--- src/rtl/bcd_cascade_pkg.sv ---
// Shared limits and the load-clamp helper for the cascaded modulo-RADIX counter.
package bcd_cascade_pkg;

    localparam int MAX_DIGITS = 8;
    localparam int MAX_RADIX  = 16;

    // Out-of-range load digits collapse to zero rather than aliasing modulo 2**DW.
    function automatic int clamp_digit(input int value, input int radix);
        return (value >= radix) ? 0 : value;
    endfunction

endpackage

--- src/rtl/bcd_digit_cell.sv ---
// One modulo-RADIX digit with synchronous load and a single-step up/down move.
module bcd_digit_cell #(
    parameter  int RADIX = 10,
    localparam int DW    = $clog2(RADIX)
) (
    input  logic          clk,
    input  logic          rst,
    input  logic          load,
    input  logic [DW-1:0] ld_val,
    input  logic          step,
    input  logic          up_down,
    output logic [DW-1:0] q_digit,
    output logic          at_term
);

    localparam logic [DW-1:0] LAST = DW'(RADIX - 1);

    logic [DW-1:0] digit_q;
    logic [DW-1:0] digit_d;

    always_comb begin
        digit_d = digit_q;
        if (load) begin
            digit_d = ld_val;
        end else if (step) begin
            if (up_down) begin
                digit_d = (digit_q == LAST) ? '0 : digit_q + DW'(1);
            end else begin
                digit_d = (digit_q == '0) ? LAST : digit_q - DW'(1);
            end
        end
    end

    always_ff @(posedge clk) begin
        if (rst) begin
            digit_q <= '0;
        end else begin
            digit_q <= digit_d;
        end
    end

    assign q_digit = digit_q;
    assign at_term = up_down ? (digit_q == LAST) : (digit_q == '0);

endmodule

--- src/rtl/bcd_cascade_counter.sv ---
// Multi-digit modulo-RADIX up/down counter with load clamping, tc and ovf/load_err pulses.
// Define BCD_CASCADE_COUNTER_SAT_EN to hold at full scale instead of wrapping.
module bcd_cascade_counter
    import bcd_cascade_pkg::*;
#(
    parameter  int DIGITS = 4,
    parameter  int RADIX  = 10,
    localparam int DW     = $clog2(RADIX)
) (
    input  logic                 clk,
    input  logic                 rst,
    input  logic                 en,
    input  logic                 load,
    input  logic                 up_down,
    input  logic [DIGITS*DW-1:0] data_in,
    output logic [DIGITS*DW-1:0] q,
    output logic                 tc,
    output logic                 ovf,
    output logic                 load_err
);

    if (DIGITS < 1 || DIGITS > MAX_DIGITS || RADIX < 2 || RADIX > MAX_RADIX) begin : g_bad_cfg
        $error("bcd_cascade_counter: DIGITS or RADIX out of range");
    end

    logic [DIGITS-1:0] at_term;
    logic [DIGITS-1:0] step;
    logic [DIGITS-1:0] bad_digit;
    logic [DIGITS:0]   chain;
    logic              all_term;
    logic              en_eff;
    logic              ovf_q, ovf_d;
    logic              load_err_q, load_err_d;

    assign chain[0] = 1'b1;
    assign all_term = chain[DIGITS];

`ifdef BCD_CASCADE_COUNTER_SAT_EN
    // At the limit no digit may move; ovf still reports the attempted step.
    assign en_eff = en & ~all_term;
`else
    assign en_eff = en;
`endif

    for (genvar gi = 0; gi < DIGITS; gi++) begin : g_digit
        logic [DW-1:0] raw;
        logic [DW-1:0] ld_val;

        assign raw            = data_in[gi*DW +: DW];
        assign bad_digit[gi]  = (int'(raw) >= RADIX);
        assign ld_val         = DW'(clamp_digit(int'(raw), RADIX));
        assign chain[gi+1]    = chain[gi] & at_term[gi];
        assign step[gi]       = en_eff & ~load & chain[gi];

        bcd_digit_cell #(
            .RADIX(RADIX)
        ) u_cell (
            .clk    (clk),
            .rst    (rst),
            .load   (load),
            .ld_val (ld_val),
            .step   (step[gi]),
            .up_down(up_down),
            .q_digit(q[gi*DW +: DW]),
            .at_term(at_term[gi])
        );
    end

    assign ovf_d      = en & ~load & all_term;
    assign load_err_d = load & (|bad_digit);

    always_ff @(posedge clk) begin
        if (rst) begin
            ovf_q      <= 1'b0;
            load_err_q <= 1'b0;
        end else begin
            ovf_q      <= ovf_d;
            load_err_q <= load_err_d;
        end
    end

    assign tc       = en & all_term;
    assign ovf      = ovf_q;
    assign load_err = load_err_q;

endmodule

--- config.mk ---
export PLATFORM = sky130hd
export DESIGN_NAME = bcd_cascade_counter
export DESIGN_NICKNAME = d
export VERILOG_FILES = /design/src/rtl/bcd_cascade_pkg.sv /design/src/rtl/bcd_digit_cell.sv /design/src/rtl/bcd_cascade_counter.sv
export SDC_FILE = /design/constraint.sdc
export NUM_CORES = 1
export LEC_CHECK = 0
export BUFFER_PORTS_ARGS = -buffer_cell sky130_fd_sc_hd__buf_2
export CAP_MARGIN = 40
export CORE_UTILIZATION = 47
export CTS_CLUSTER_DIAMETER = 80
export DETAILED_ROUTE_END_ITERATION = 10
export PLACE_DENSITY = 0.72
export REMOVE_ABC_BUFFERS = 1
export SETUP_SLACK_MARGIN = 0.15
export SLEW_MARGIN = 20
export SYNTH_ARGS = -nofsm -noshare
export SYNTH_HDL_FRONTEND = slang
export SYNTH_HIERARCHICAL = 1
export SYNTH_SLANG_ARGS = --single-unit
export TNS_END_PERCENT = 20
--- constraint.sdc ---
create_clock -name clk -period 3.2 [get_ports clk]
set_input_delay 0.16 -clock clk [delete_from_list [all_inputs] [get_ports clk]]
set_output_delay 0.16 -clock clk [all_outputs]
set_load 0.02 [all_outputs]
==> metrics.md <==
| Metric | Value |
|---|---|
| Die area | 3580 um^2 |
| Clock transition at path regs | 0.11 ns |
| Smallest hold slack | 0.164 ns |
| First-pass DRT Iterations | 4 |
| CP cell instances | and2_1, a21oi_1, nor3_1, nand3_1, nor2_1, inv_1, a311o_1, a221oi_2, nor3_1 |
| Ys flop type | dfxtp_1 |
| Port Buffer Count | 39 |
| Post-CTS sizing | 0 |
| Residual DRC | 0 |
| 1st-iter DRT viols | 70 |
| Syn avg cell area | 7.38 um^2 |
| Synth area leaders | dfxtp_1, a21oi_1, xnor2_1 |
| Kind of end point of the critical path | flip-flop |
| CTS H-tree depth | 1 |
| Share of cells above drive strength 1 | 22.6% |
| Layout Nets | 258 |
| Leakage power | 0.630 nW |
| Sw frac | 34.5% |
| Synth async-reset ratio | 0% |
| Design area | 1700 um^2 |
| Internal power | 0.337 mW |
| RSZ-0062 raised after global routing | false |
| Clock skew | 0.0144 ns |
| Cts bufs inserted | 3 |
| Post-CTS setup buffers | 0 |
| Worst-Margin Slew | 0.716 ns |
| Max Clk Rate | 0.409 GHz |
| Delay of the slowest critical-path stage | 0.46 ns |
| Logic pwr share | 27.6% |
| Routed wire length | 3440 um |
| Max-cap viol count | 0 |
| Placed Area | 1680 um^2 |
| Layout area overhead | 8.44% |
| Most used cell along the critical path | nor3_1 |
| Critical Path RT | 3.37 ns |
| CP Launch Type | flip-flop |
| Vias in the first global route | 1261 |
| Detailed-placement wirelength estimate | 2450 um |
| Status | completed |
| DR vias | 1531 |
| Die W | 59.8 um |
| Psw | 0.178 mW |
| Largest net degree at the start of global routing | 47 |
| Inserted Diodes | 0 |
| Max clock buf depth | 2 |
| Max FO, Critical Path | 7 |
| # hold bufs at CTS | 0 |
| Congestion Overflow GR | 0 |
| Worst-skew pair later-pin latency | 0.30 ns |
| GRT Overall Usage | 20.7% |
| FF-to-FF setup slack | 0.75 ns |
| Cells after Synth | 213 |
| Rel. slew slack | 52.2% |
| Post-route ant nets | 0 |
| Hold Crit Class | input pin to flip-flop |
| Worst VDD drop | 0.000196 V |
| First-pass GRT wire length | 5600 um |
| Final hold vios | 0 |
| Sequential power share | 50.0% |
| Die Ht | 59.8 um |
| Power per cell area | 302 nW/um^2 |
| Syn. warnings | 6 |
| Post-synth EDFFs | 0 |
| Sequential area share after synthesis | 22.9% |
| Min cycle time layout | 2.45 ns |
| Share of the synthesized area in the top cell type | 22.9% |
| # setup viols final | 0 |
| #FFs+latches synth | 18 |
| Initial Utilization | 50.6% |
| Wire per inst | 12.3 um |
| Period Utilization, post-route | 76.5% |
| Initial antenna violation count | 0 |
| Crit-path slowest cell | dfxtp_1 |
| Setup Crit Path Kind | flip-flop to flip-flop |
| Core ar. | 3100 um^2 |
| Leading area contributor after synthesis | dfxtp_1 |
| Clock sink count | 18 |
| Post-Syn Area | 1570 um^2 |
| Setup TNS | 0 ns |
| CTS root buf | clkbuf_4 |
| Critical path data arrival time | 2.62 ns |
| Drt via density | 5.49 |
| Netlist cell types | 31 |
| Final Wtd Congestion | 0.827 |
| Synth cell count leaders | a21oi_1, nor2_1, dfxtp_1, nor3_1 |
| # rows | 20 |
| Num ports | 40 |
| Slew Limit Fails | 0 |
| Clock network power share | 22.4% |
| Count leader, synth | a21oi_1 |
| CTS tree | yes |
[registers in the layout (all words and copies together) (netlist names)]
name / count
g_digit.u_cell/q_digit: 16
load_err: 1
ovf: 1
[per-layer routing]
metal	part of all wire, %	GRT usage (%)	vias up
li1	-	-	812
met1	49	27.7	679
met2	45	32.4	36
met3	5.1	5.19	4
met4	1.1	6.98	0
met5	0	0	-
[cells in the final DEF, fill, tap and decap left out]
master,synthesis,routed
buf_2,0,39
a21oi_1,28,28
nor2_1,22,22
dfxtp_1,18,18
nor3_1,16,16
inv_1,12,12
xnor2_1,12,12
o21ai_0,10,10
and2_1,9,9
nand2_1,9,9
nor2b_1,8,8
a31oi_1,8,8
nor3b_1,4,4
nor4_1,4,4
a311o_1,4,4
a221oi_2,4,4
o21ai_2,4,4
a2111o_1,4,4
nand3b_1,4,4
a221oi_1,4,4
clkbuf_4,0,3
o21ai_1,2,2
nand2b_4,1,1
inv_2,1,1
and3_1,1,1
nand3_1,1,1
nor4b_4,1,1
nand2b_1,1,1
a41oi_1,1,1
[power by group through the flow]
stage	registers (mW)	clock network [mW]	logic [mW]
global placement	0.262	0	0.142
global route	0.260	0.130	0.160
finish	0.257	0.115	0.142
CTS	0.257	0.120	0.143
floorplan	0.271	0	0.0785
detailed placement	0.262	0	0.142
[final cells by class]
class                   count  area, um^2
well taps                  44        55.1
fillers                   324        1400
repair buffers             39         195
inverters                  13        48.8
clock buffers               3        22.5
flip-flops and latches     18         360
multi-input cells         162        1020
[worst paths after layout]
| path | start | end | cells after the start |
|---|---|---|---|
| worst max-delay path | g_digit[0].u_cell/q_digit[0] | g_digit[3].u_cell/q_digit[2] | 9 |
| worst min-delay path | en | ovf | 3 |
| worst max register to register | g_digit[0].u_cell/q_digit[0] | g_digit[3].u_cell/q_digit[2] | 9 |
| worst min register to register | g_digit[0].u_cell/q_digit[1] | g_digit[0].u_cell/q_digit[1] | 2 |
[kinds of logic after synthesis]
kind of cell           synth area share [%]
XOR/XNOR                               6.69
AO/OA/AOI/OAI                          30.2
flip-flops                             22.9
buffers and inverters                  12.0
AND/OR/NAND/NOR                        28.2
[through the flow]
| step | instances | power [mW] | util [%] | worst slack (ns) |
|---|---|---|---|---|
| floorplan | 193 | 0.349 | - | 0.924 |
| global placement | 276 | 0.404 | 54.2 | 0.860 |
| detailed placement | 276 | 0.405 | 54.2 | 0.744 |
| CTS | 279 | 0.520 | 54.9 | 0.753 |
| global route | 279 | 0.550 | 54.9 | 0.540 |
| finish | 279 | 0.515 | 54.9 | 0.753 |
[critical path: cells and delay by family (launching register included)]
| family | cells | cell delay (ns) |
|---|---|---|
| AO/OA/AOI/OAI | 3 | 0.62 |
| buffers and inverters | 1 | 0.12 |
| flip-flops | 1 | 0.46 |
| AND/OR/NAND/NOR | 5 | 1.10 |
(Power assumes the default switching activity.)
